[src/rtl/alu_frame_if.sv]
// Byte-stream, ALU and result signals of the ALU frame controller.
// The master side is the byte source, ALU and result consumer.
interface alu_frame_if;
    logic [7:0]  din;
    logic        din_valid;
    logic        din_ready;
    logic [15:0] ina;
    logic [15:0] inb;
    logic [1:0]  sel;
    logic [15:0] alu_out;
    logic        alu_ov;
    logic [15:0] res;
    logic        res_ov;
    logic        res_valid;
    logic        res_ack;
    logic        busy;
    logic        err;

    modport master (
        output din, din_valid, alu_out, alu_ov, res_ack,
        input  din_ready, ina, inb, sel, res, res_ov, res_valid, busy, err
    );

    modport slave (
        input  din, din_valid, alu_out, alu_ov, res_ack,
        output din_ready, ina, inb, sel, res, res_ov, res_valid, busy, err
    );
endinterface

[src/rtl/alu_frame_ctrl.sv]
// Byte-serial operand framer and result capture for the 16-bit ALU.
// Frame: A_hi A_lo B_hi B_lo OP; result held until acknowledged.
module alu_frame_ctrl #(
    parameter int ALU_LAT = 1,
    parameter int TIMEOUT = 1000
) (
    input logic        clk,
    input logic        rst,
    alu_frame_if.slave bus
);
    typedef enum logic [2:0] {
        A_HI, A_LO, B_HI, B_LO, OP, EXEC, HOLD
    } state_t;

    localparam int TW = (TIMEOUT > 2) ? $clog2(TIMEOUT) : 1;

    state_t        state;
    logic [TW-1:0] idle_cnt;
    logic [3:0]    lat_cnt;
    logic          loading;
    logic          xfer;
    logic          timeout;

    assign loading = (state == A_HI) || (state == A_LO) ||
                     (state == B_HI) || (state == B_LO) ||
                     (state == OP);
    assign bus.din_ready = loading && !rst;
    assign xfer = bus.din_valid && bus.din_ready;
    // Abort on the idle edge that would bring the counter to TIMEOUT-1.
    assign timeout = loading && (state != A_HI) && !xfer &&
                     (idle_cnt == TW'(TIMEOUT - 2));

    always_ff @(posedge clk or posedge rst) begin
        if (rst) begin
            state         <= A_HI;
            idle_cnt      <= '0;
            lat_cnt       <= '0;
            bus.ina       <= '0;
            bus.inb       <= '0;
            bus.sel       <= '0;
            bus.res       <= '0;
            bus.res_ov    <= 1'b0;
            bus.res_valid <= 1'b0;
            bus.busy      <= 1'b0;
            bus.err       <= 1'b0;
        end else begin
            bus.err <= 1'b0;
            if (xfer || timeout || !loading || state == A_HI)
                idle_cnt <= '0;
            else
                idle_cnt <= idle_cnt + 1'b1;

            if (timeout) begin
                state    <= A_HI;
                bus.busy <= 1'b0;
                bus.err  <= 1'b1;
            end else begin
                unique case (state)
                    A_HI: if (xfer) begin
                        bus.ina[15:8] <= bus.din;
                        bus.busy      <= 1'b1;
                        state         <= A_LO;
                    end
                    A_LO: if (xfer) begin
                        bus.ina[7:0] <= bus.din;
                        state        <= B_HI;
                    end
                    B_HI: if (xfer) begin
                        bus.inb[15:8] <= bus.din;
                        state         <= B_LO;
                    end
                    B_LO: if (xfer) begin
                        bus.inb[7:0] <= bus.din;
                        state        <= OP;
                    end
                    OP: if (xfer) begin
                        if (bus.din[7:2] == 6'd0) begin
                            bus.sel <= bus.din[1:0];
                            lat_cnt <= '0;
                            state   <= EXEC;
                        end else begin
                            bus.err  <= 1'b1;
                            bus.busy <= 1'b0;
                            state    <= A_HI;
                        end
                    end
                    EXEC: begin
                        if (lat_cnt == 4'(ALU_LAT - 1)) begin
                            bus.res       <= bus.alu_out;
                            bus.res_ov    <= bus.alu_ov;
                            bus.res_valid <= 1'b1;
                            state         <= HOLD;
                        end else begin
                            lat_cnt <= lat_cnt + 1'b1;
                        end
                    end
                    HOLD: if (bus.res_ack) begin
                        bus.res_valid <= 1'b0;
                        bus.busy      <= 1'b0;
                        state         <= A_HI;
                    end
                    default: begin
                        bus.busy <= 1'b0;
                        state    <= A_HI;
                    end
                endcase
            end
        end
    end
endmodule

[src/flat_wrapper.sv]
// flat-port wrapper written by rule: the top's interface ports become plain ports
module alu_frame_ctrl_flat 
#(
    parameter int ALU_LAT = 1,
    parameter int TIMEOUT = 1000
)
  (clk, rst, bus_din, bus_din_valid, bus_alu_out, bus_alu_ov, bus_res_ack, bus_din_ready, bus_ina, bus_inb, bus_sel, bus_res, bus_res_ov, bus_res_valid, bus_busy, bus_err);
  alu_frame_if bus_i ();
  input logic clk;
  input logic rst;
  input wire logic [$bits(bus_i.din)-1:0] bus_din;
  input wire logic [$bits(bus_i.din_valid)-1:0] bus_din_valid;
  input wire logic [$bits(bus_i.alu_out)-1:0] bus_alu_out;
  input wire logic [$bits(bus_i.alu_ov)-1:0] bus_alu_ov;
  input wire logic [$bits(bus_i.res_ack)-1:0] bus_res_ack;
  output wire logic [$bits(bus_i.din_ready)-1:0] bus_din_ready;
  output wire logic [$bits(bus_i.ina)-1:0] bus_ina;
  output wire logic [$bits(bus_i.inb)-1:0] bus_inb;
  output wire logic [$bits(bus_i.sel)-1:0] bus_sel;
  output wire logic [$bits(bus_i.res)-1:0] bus_res;
  output wire logic [$bits(bus_i.res_ov)-1:0] bus_res_ov;
  output wire logic [$bits(bus_i.res_valid)-1:0] bus_res_valid;
  output wire logic [$bits(bus_i.busy)-1:0] bus_busy;
  output wire logic [$bits(bus_i.err)-1:0] bus_err;
  assign bus_i.din = bus_din;
  assign bus_i.din_valid = bus_din_valid;
  assign bus_i.alu_out = bus_alu_out;
  assign bus_i.alu_ov = bus_alu_ov;
  assign bus_i.res_ack = bus_res_ack;
  assign bus_din_ready = bus_i.din_ready;
  assign bus_ina = bus_i.ina;
  assign bus_inb = bus_i.inb;
  assign bus_sel = bus_i.sel;
  assign bus_res = bus_i.res;
  assign bus_res_ov = bus_i.res_ov;
  assign bus_res_valid = bus_i.res_valid;
  assign bus_busy = bus_i.busy;
  assign bus_err = bus_i.err;
  alu_frame_ctrl #(.ALU_LAT(ALU_LAT), .TIMEOUT(TIMEOUT)) u_core (.clk(clk), .rst(rst), .bus(bus_i));
endmodule
[config.mk]
export PLATFORM = sky130hd
export DESIGN_NAME = alu_frame_ctrl_flat
export DESIGN_NICKNAME = d
export VERILOG_FILES = /design/src/rtl/alu_frame_if.sv /design/src/rtl/alu_frame_ctrl.sv /design/src/flat_wrapper.sv
export SDC_FILE = /design/constraint.sdc
export NUM_CORES = 1
export LEC_CHECK = 0
export CAP_MARGIN = 20
export CELL_PAD_IN_SITES_DETAIL_PLACEMENT = 1
export CELL_PAD_IN_SITES_GLOBAL_PLACEMENT = 1
export CORE_MARGIN = 4
export CORE_UTILIZATION = 38
export CTS_CLUSTER_DIAMETER = 60
export CTS_CLUSTER_SIZE = 28
export DETAILED_ROUTE_END_ITERATION = 8
export GPL_TIMING_DRIVEN = 0
export PLACE_DENSITY_LB_ADDON = 0.1
export SYNTH_ARGS = -nofsm -noshare
export SYNTH_HDL_FRONTEND = slang
export SYNTH_SLANG_ARGS = --single-unit
[constraint.sdc]
create_clock -name clk -period 2.6 [get_ports clk]
set_clock_uncertainty 0.1 [all_clocks]
set_input_delay 0.26 -clock clk [delete_from_list [all_inputs] [get_ports clk]]
set_output_delay 0.26 -clock clk [all_outputs]
set_load 0.005 [all_outputs]
==> impl_metrics.env, run 1 <==
export IMPL_min_path_type="primary input to async pin"
export IMPL_floorplan_initialDensity_pct=39.6
export IMPL_nNetsFinal=365
export IMPL_pwr_share_clk_pct=20.1
export IMPL_fin_crit_sh_pct=79.1
export IMPL_drt_pass1_iterations=4
export IMPL_power_internal_mw=3.21
export IMPL_avgSynthCellArea_um2=13.1
export IMPL_antenna_found_initial=0
export IMPL_cp_slowest_cell="dfrtp_1"
export IMPL_fmax_mhz=486
export IMPL_synthArstFlopShare_pct=100
export IMPL_core_um2=7850
export IMPL_setup_viol=0
export IMPL_p_leak_nw=1.84
export IMPL_cts_root_buf="clkbuf_8"
export IMPL_startpoint_type="flip-flop"
export IMPL_n_antenna_cell=0
export IMPL_cts_tree="done"
export IMPL_cp_top_family="simple AND/OR/NAND/NOR gates"
export IMPL_finish_instance_area_um2=4300
export IMPL_synth_area_leaders="dfrtp_1, mux2_2, mux2_1, nor2_1, a22o_1"
export IMPL_powerDensity_nw_per_um2=1070
export IMPL_power_sequential_fraction_pct=38.4
export IMPL_synth_top_cell_by_area="dfrtp_1"
export IMPL_worst_slew_pin_slew_ns=0.505
export IMPL_grt_max_degree=53
export IMPL_drc=0
export IMPL_cts_buffers=9
export IMPL_synth_top_area_share_pct=57.2
export IMPL_grt_overflow=0
export IMPL_io_buffers=83
export IMPL_ys_warn_count=0
export IMPL_post_route_min_period_ns=2.06
export IMPL_slew_violations=0
export IMPL_drive_above_1_share_pct=21.7
export IMPL_num_io_pins=84
export IMPL_clock_sinks=71
export IMPL_grt_pass1_wl_um=12600
export IMPL_clkLatencyLatePin_ns=0.35
export IMPL_synthToLayoutAreaGrowth_pct=38.5
export IMPL_synth_edf_count=0
export IMPL_synth_seq_cells=71
export IMPL_synth_cell_types=44
export IMPL_avgViaCountPerCell=5.02
export IMPL_drtIter0Drc=42
export IMPL_die_area_um2=9680
export IMPL_hold_viol=0
export IMPL_relSlewSlack_pct=66.2
export IMPL_synth_fp_nets=270
export IMPL_die_y_um=98.4
export IMPL_ys_flop_type="dfrtp_1"
export IMPL_gp_congestion=0.799
export IMPL_grt_usage_pct=16.5
export IMPL_arrival_ns=2.18
export IMPL_sw_frac_of_total_pct=30.2
export IMPL_routedWlPerCell_um=16.9
export IMPL_critical_path_class="flip-flop to flip-flop"
export IMPL_synthCells=237
export IMPL_clkTransAtPathRegs_ns=0.08
export IMPL_grt_pass1_vias=2337
export IMPL_cp_max_fo=10
export IMPL_rows=32
export IMPL_peakVddDrop_mv=0.578
export IMPL_maxCapViolations=0
export IMPL_pwr_share_comb_pct=41.5
export IMPL_worstPathRequired_ns=2.73
export IMPL_cts_buffer_depth=2
export IMPL_fill_cells=838
export IMPL_rsz0062_at_grt="false"
export IMPL_cts_hold_buf=0
export IMPL_antenna_left=0
export IMPL_hpwl_um=5320
export IMPL_cp_num_buf_inv=2
export IMPL_place_area_um2=4090
export IMPL_die_width_um=98.4
export IMPL_power_net_switching_mw=1.39
export IMPL_status="complete, no violations"
export IMPL_drt_total_wl_um=7410
export IMPL_cts_max_level=3
export IMPL_cts_resized=0
export IMPL_max_stage_delay_ns=0.44
export IMPL_crit_chain="inv_1, ha_1, nor3b_4, nand3_2, buf_4, mux2_1"
export IMPL_vias=2202
export IMPL_cp_end_kind="flip-flop"
export IMPL_postCtsSetupBuffers=0
export IMPL_ys_seq_area_share_pct=57.2
export IMPL_p_total_mw=4.60
export IMPL_syn_area_um2=3110
==> cell families after synthesis <==
kind of cell / Yosys count / synth area share [%]
flip-flops: 71 / 57.2
AND/OR/NAND/NOR: 59 / 11.1
multiplexers: 52 / 18.9
AO/OA/AOI/OAI: 32 / 7.29
buffers and inverters: 13 / 2.26
XOR/XNOR: 6 / 1.69
adder cells (fa/ha/maj): 4 / 1.61
==> power groups by stage <==
stage | Combinational [mW] | Sequential, mW | Clock, mW
2_1_floorplan | 0.828 | 1.80 | 0
3_3_place_gp | 1.90 | 1.76 | 0
3_5_place_dp | 1.94 | 1.79 | 0
4_1_cts | 1.95 | 1.77 | 0.948
5_1_grt | 2.09 | 1.83 | 1.00
6_report | 1.91 | 1.76 | 0.924
==> layout make-up <==
class / instances / area, um2 / area share, %
repair buffers: 84 / 858 / 20.0
multi-input cells: 153 / 1260 / 29.3
inverters: 5 / 21.3 / 0.495
flip-flops and latches: 71 / 1780 / 41.3
clock buffers: 10 / 138 / 3.20
plain buffers: 8 / 51.3 / 1.19
clock inverters: 6 / 68.8 / 1.60
well taps: 102 / 128 / 2.97
==> cells in the mapped netlist (2+ instances only) <==
cell      instances
a21oi_1           3
a22o_1            6
and2_1            2
and2b_1           3
and3_1            3
buf_2             5
buf_4             2
dfrtp_1          71
ha_1              4
inv_1             5
mux2_1           12
mux2_2           40
nand2_1           7
nand2b_1          3
nand3_1           8
nand4_1           2
nor2_1           15
nor3_1            4
o21ai_0          10
o21ai_1           3
or3_1             2
xnor2_1           2
xor2_1            4
==> flip-flops by register name, summed over array words and instances, names as in the netlist <==
register / cells
u_core.bus.res_valid: 1
u_core.bus.ina: 16
u_core.bus.err: 1
u_core.bus.busy: 1
u_core.state: 3
u_core.bus.sel: 2
u_core.bus.res_ov: 1
u_core.bus.res: 16
u_core.lat_cnt: 4
u_core.idle_cnt: 10
u_core.bus.inb: 16
==> per-stage QoR <==
stage	setup slack, ns	cells	util [%]	TNS [ns]	hold WS (ns)
after global routing	0.392	439	54.8	0	0.207
after CTS	0.507	439	54.8	0	0.174
final	0.544	439	54.8	0	0.173
after floorplan	0.443	237	-	0	0.292
after global placement	-0.912	422	51.8	-64.53	0.373
after detailed placement	0.181	423	52.2	0	0.382
==> cell usage in the layout (no fill, tap or decap), drive strengths merged, types with 2 or more instances in the layout <==
| cell | Yosys | layout |
|---|---|---|
| o21ai | 13 | 13 |
| dfrtp | 71 | 71 |
| or3 | 2 | 2 |
| inv | 5 | 6 |
| and2 | 2 | 2 |
| nand4 | 2 | 2 |
| nor2 | 16 | 16 |
| and2b | 3 | 3 |
| nand3 | 9 | 9 |
| buf | 8 | 9 |
| nand2 | 7 | 7 |
| mux2 | 52 | 52 |
| clkinv | 0 | 3 |
| ha | 4 | 4 |
| nor3 | 4 | 4 |
| a22o | 6 | 6 |
| nor3b | 2 | 2 |
| clkbuf | 0 | 10 |
| xor2 | 4 | 4 |
| xnor2 | 2 | 2 |
| nand2b | 3 | 3 |
| a21oi | 4 | 4 |
| clkdlybuf4s50 | 0 | 83 |
| and3 | 3 | 3 |
==> worst paths after layout <==
check / from / end / slack [ns] / cells after the start
setup / recovery: u_core.lat_cnt[0] / u_core.bus.res[8] / 0.54 / 6
hold / removal: rst / u_core.bus.res[7] / 0.17 / 2
setup reg to reg: u_core.lat_cnt[0] / u_core.bus.res[8] / 0.54 / 6
hold reg to reg: u_core.bus.res[0] / u_core.bus.res[0] / 0.39 / 1
max in group asynchronous: rst / u_core.bus.ina[7] / 1.69 / 3
min in group clk: u_core.bus.res[0] / u_core.bus.res[0] / 0.39 / 1
==> routing by layer <==
metal,wire (um),GRT usage (%)
met1,3330,22.0
met2,3600,25.5
met3,416,5.50
met4,65,5.36
met5,0,0
Note: power is estimated with default switching activity, not from simulation.
==> inputs of run 2 (changes only) <==
==> constraint.sdc (replaced) <==
create_clock -name clk -period 1.9 [get_ports clk]
set_clock_uncertainty 0.1 [all_clocks]
set_input_delay 0.19 -clock clk [delete_from_list [all_inputs] [get_ports clk]]
set_output_delay 0.19 -clock clk [all_outputs]
set_load 0.005 [all_outputs]
==> impl_metrics.env, run 2 (synthesized netlist as in run 1, its figures left out) <==
export IMPL_r2r_slack_ns=0.03
export IMPL_reg2reg_to="u_core.state[1]"
export IMPL_power_internal_mw=4.57
export IMPL_cts_max_level=3
export IMPL_top_regs="u_core.bus.ina (16), u_core.bus.inb (16), u_core.bus.res (16)"
export IMPL_n_antenna_cell=0
export IMPL_min_path_type="primary input to async pin"
export IMPL_avgViaCountPerCell=5.09
export IMPL_grt_pass1_wl_um=13100
export IMPL_final_cell_mix="clkdlybuf4s50_1, dfrtp_1, mux2_2"
export IMPL_cts_hold_buf=0
export IMPL_setup_viol=0
export IMPL_antenna_left=0
export IMPL_dp_slack_ns=-0.480
export IMPL_cts_buffers=9
export IMPL_critical_path_class="flip-flop to flip-flop"
export IMPL_cp_end_kind="flip-flop"
export IMPL_pwr_share_comb_pct=42.3
export IMPL_layout_setup_ws_ns=0.0346
export IMPL_rsz0062_at_grt="true"
export IMPL_clock_sinks=71
export IMPL_power_sequential_fraction_pct=37.3
export IMPL_power_net_switching_mw=1.99
export IMPL_cts_buffer_depth=2
export IMPL_place_area_um2=4090
export IMPL_cp_num_buf_inv=1
export IMPL_finalNonFillerCells=451
export IMPL_reg2reg_depth=7
export IMPL_grt_pass1_vias=2439
export IMPL_routedWlPerCell_um=17.8
export IMPL_nNetsFinal=377
export IMPL_status="complete, no violations"
export IMPL_fmax_mhz=536
export IMPL_die_y_um=98.4
export IMPL_antenna_found_initial=0
export IMPL_p_total_mw=6.57
export IMPL_cts_root_buf="clkbuf_8"
export IMPL_floorplan_initialDensity_pct=39.6
export IMPL_peakVddDrop_mv=0.693
export IMPL_startpoint_type="flip-flop"
export IMPL_finish_instance_area_um2=4480
export IMPL_synthToLayoutAreaGrowth_pct=44.2
export IMPL_worstPathRequired_ns=2.03
export IMPL_place_inst=423
export IMPL_drc=0
export IMPL_drive_above_1_share_pct=26.6
export IMPL_fin_crit_sh_pct=98.2
export IMPL_post_route_min_period_ns=1.87
export IMPL_grt_max_degree=42
export IMPL_hold_viol=0
export IMPL_relSlewSlack_pct=52.6
export IMPL_cp_max_fo=5
export IMPL_clkLatencyLatePin_ns=0.34
export IMPL_cts_tree="done"
export IMPL_drt_pass1_iterations=4
export IMPL_cp_top_family="compound AO/OA/AOI/OAI gates"
export IMPL_rows=32
export IMPL_gp_congestion=0.809
export IMPL_slew_violations=0
export IMPL_maxCapViolations=0
export IMPL_arrival_ns=2.00
export IMPL_fill_cells=827
export IMPL_io_buffers=83
export IMPL_r2r_start="u_core.lat_cnt[1]"
export IMPL_clkTransAtPathRegs_ns=0.08
export IMPL_drtIter0Drc=36
export IMPL_worst_slew_pin_slew_ns=0.710
export IMPL_p_leak_nw=1.93
export IMPL_grt_usage_pct=17.2
export IMPL_powerDensity_nw_per_um2=1470
export IMPL_grt_overflow=0
export IMPL_pwr_share_clk_pct=20.4
export IMPL_sw_frac_of_total_pct=30.4
export IMPL_core_um2=7850
export IMPL_worst_hold_slack_ns=0.250
export IMPL_cp_slowest_cell="dfrtp_1"
export IMPL_max_stage_delay_ns=0.42
export IMPL_drt_total_wl_um=8020
export IMPL_hpwl_um=5520
export IMPL_crit_chain="inv_1, ha_1, nor3b_4, o221ai_2, o311ai_4, o21ai_1, a31o_1"
export IMPL_die_width_um=98.4
export IMPL_vias=2295
export IMPL_num_io_pins=84
export IMPL_final_common_cell="clkdlybuf4s50_1"
export IMPL_die_area_um2=9680
## run 2: cell count changes in the layout (fill, tap and decap cells not counted), moves of 2 or more
cell | previous run | this run
buf_4 | 2 | 16
buf_2 | 5 | 3
dfrtp_2 | 0 | 2
nor3_1 | 4 | 2
dfrtp_1 | 71 | 69
## run 2: how the worst max path moves through the flow
stage,start,endpoint,slack [ns],cells after the start
floorplan,u_core.lat_cnt[0],u_core.bus.res[0],0.1,6
global placement,rst,u_core.bus.inb[4],-0.41,6
detailed placement,rst,u_core.bus.inb[5],-0.48,6
CTS,rst,u_core.bus.inb[13],-0.02,6
global route,u_core.lat_cnt[1],u_core.lat_cnt[2],-0.04,7
finish,u_core.lat_cnt[1],u_core.state[1],0.03,7
## run 2: timing repair
action / 4_1_cts / 5_1_grt
endpoints found under the setup margin: 21 / 45
resized for setup: 4 / 14
buffers inserted: 6 / 7
pin swaps: 2 / 2
## run 2: per-stage QoR
stage | utilization (%) | setup TNS (ns)
floorplan | - | 0
global placement | 51.8 | -23.27
detailed placement | 52.1 | -15.89
CTS | 55.6 | -0.112
global route | 57.1 | -0.121
finish | 57.1 | 0
## run 2: power by group through the flow
| stage | sequential (mW) | clock [mW] | combinational [mW] |
|---|---|---|---|
| 6_report | 2.45 | 1.34 | 2.78 |
| 5_1_grt | 2.54 | 1.45 | 3.01 |
| 3_3_place_gp | 2.41 | 0 | 2.59 |
| 4_1_cts | 2.45 | 1.38 | 2.71 |
| 3_5_place_dp | 2.46 | 0 | 2.65 |
| 2_1_floorplan | 2.47 | 0 | 1.13 |
## run 2: layer usage
| metal | part of all wire (%) | vias to the layer above | global-route usage [%] | wire length, um |
|---|---|---|---|---|
| li1 | - | 1068 | - | - |
| met1 | 43 | 1162 | 21.9 | 3410 |
| met2 | 51 | 53 | 27.7 | 4050 |
| met3 | 5.4 | 12 | 5.57 | 433 |
| met4 | 1.5 | 0 | 5.99 | 123 |
| met5 | 0 | - | 0 | 0 |
## run 2: final cells by class
type	instances	area [um2]	area share, %
inverters	5	22.5	0.503
repair buffers	97	951	21.2
clock inverters	7	95.1	2.12
flip-flops and latches	71	1780	39.7
plain buffers	7	48.8	1.09
multi-input cells	153	1330	29.7
clock buffers	9	124	2.77
well taps	102	128	2.85
==> inputs of run 3 (changes only) <==
==> constraint.sdc (replaced) <==
create_clock -name clk -period 2 [get_ports clk]
set_clock_uncertainty 0.1 [all_clocks]
set_input_delay 0.2 -clock clk [delete_from_list [all_inputs] [get_ports clk]]
set_output_delay 0.2 -clock clk [all_outputs]
set_load 0.005 [all_outputs]
==> impl_metrics.env, run 3 (synthesized netlist as in run 1, its figures left out) <==
export IMPL_drc=0
export IMPL_top_regs="u_core.bus.ina (16), u_core.bus.inb (16), u_core.bus.res (16)"
export IMPL_core_um2=7850
export IMPL_drt_total_wl_um=7720
export IMPL_worstPathRequired_ns=1.70
export IMPL_drtIter0Drc=30
export IMPL_cts_buffer_depth=2
export IMPL_fin_crit_sh_pct=95.4
export IMPL_n_antenna_cell=0
export IMPL_grt_pass1_wl_um=12800
export IMPL_multi_input_area_um2=1280
export IMPL_final_common_cell="clkdlybuf4s50_1"
export IMPL_fmax_mhz=524
export IMPL_worst_slew_pin_slew_ns=0.712
export IMPL_cts_tree="done"
export IMPL_clkTransAtPathRegs_ns=0.08
export IMPL_min_path_type="primary input to async pin"
export IMPL_io_buffers=83
export IMPL_floorplan_initialDensity_pct=39.6
export IMPL_arrival_ns=1.61
export IMPL_clock_sinks=71
export IMPL_cts_max_level=3
export IMPL_r2r_start="u_core.lat_cnt[1]"
export IMPL_r2r_slack_ns=0.11
export IMPL_post_route_min_period_ns=1.91
export IMPL_setup_viol=0
export IMPL_fill_cells=826
export IMPL_grt_max_degree=42
export IMPL_startpoint_type="flip-flop"
export IMPL_grt_overflow=0
export IMPL_antenna_found_initial=0
export IMPL_synthToLayoutAreaGrowth_pct=40.9
export IMPL_powerDensity_nw_per_um2=1390
export IMPL_cts_buffers=9
export IMPL_die_width_um=98.4
export IMPL_slew_violations=0
export IMPL_vias=2253
export IMPL_cp_max_fo=9
export IMPL_cp_end_kind="output port"
export IMPL_nNetsFinal=371
export IMPL_seqCellArea_um2=1780
export IMPL_peakVddDrop_mv=0.661
export IMPL_grt_pass1_vias=2400
export IMPL_die_area_um2=9680
export IMPL_critical_path_class="flip-flop to output port"
export IMPL_grt_usage_pct=16.9
export IMPL_gp_congestion=0.809
export IMPL_worst_hold_slack_ns=0.263
export IMPL_num_io_pins=84
export IMPL_clkLatencyLatePin_ns=0.34
export IMPL_routedWlPerCell_um=17.3
export IMPL_rsz0062_at_grt="false"
export IMPL_antenna_left=0
export IMPL_maxCapViolations=0
export IMPL_worstSetupStartpoint="u_core.state[2]"
export IMPL_hold_viol=0
export IMPL_drt_pass1_iterations=4
export IMPL_avgViaCountPerCell=5.06
export IMPL_hpwl_um=5520
export IMPL_die_y_um=98.4
export IMPL_final_cell_mix="clkdlybuf4s50_1, dfrtp_1, mux2_2"
export IMPL_status="complete, no violations"
export IMPL_cts_root_buf="clkbuf_8"
export IMPL_rows=32
export IMPL_drive_above_1_share_pct=24.2
export IMPL_relSlewSlack_pct=52.5
export IMPL_p_leak_nw=1.86
export IMPL_fin_tns_setup_ns=0
[run 3: critical path, cell delays in order (launching register included)]
cell and delay (ns):
dfrtp_1 0.36, buf_2 0.17, o21a_1 0.15, nor2_1 0.09, clkdlybuf4s50_1 0.50
[run 3: timing repair]
| action | in CTS | in global routing |
|---|---|---|
| setup buffers | 2 | 4 |
| pin swaps | 0 | 2 |
| gates resized for setup | 2 | 4 |
| hold buffers | 0 | 0 |
| setup endpoints to repair | 13 | 21 |
[run 3: final timing paths]
kind,endpoint,depth (start not counted)
setup / recovery,bus_din_ready,4
hold / removal,u_core.idle_cnt[8],2
setup reg to reg,u_core.state[0],8
hold reg to reg,u_core.bus.res[1],1
max in group asynchronous,u_core.bus.inb[7],3
min in group clk,u_core.bus.res[9],2
[run 3: routing by layer]
metal | vias to the layer above | share of wire (%) | wire (um) | global-route usage, %
met4 | 0 | 1.3 | 103 | 5.36
met1 | 1138 | 44 | 3370 | 21.8
li1 | 1059 | - | - | -
met3 | 10 | 5.1 | 393 | 5.36
met5 | - | 0 | 0 | 0
met2 | 46 | 50 | 3860 | 27.1
[run 3: through the flow]
step	utilization, %	instance area (um2)	std cells	setup WS (ns)	total power, mW
floorplan	-	3110	237	0.199	3.42
global placement	51.8	4070	422	-0.318	4.76
detailed placement	52.1	4090	423	-0.390	4.86
CTS	55.2	4330	441	0.0306	6.18
global route	55.8	4380	445	0.00343	6.51
finish	55.8	4380	445	0.0925	6.09
[run 3: layout make-up]
| type | instances | area share, % |
|---|---|---|
| sequential | 71 | 40.6 |
| buffer | 8 | 1.23 |
| tap | 102 | 2.92 |
| clock buffer | 9 | 2.83 |
| timing repair buffer | 90 | 20.5 |
| inverter | 5 | 0.515 |
| clock inverter | 7 | 2.17 |
| multi-input combinational | 153 | 29.2 |
[run 3: power by group]
part	internal (mW)	total [mW]	switching, mW	leakage (nW)
sequential	2.00	2.31	0.308	0.879
clock	0.704	1.27	0.562	0.110
combinational	1.57	2.52	0.949	0.874
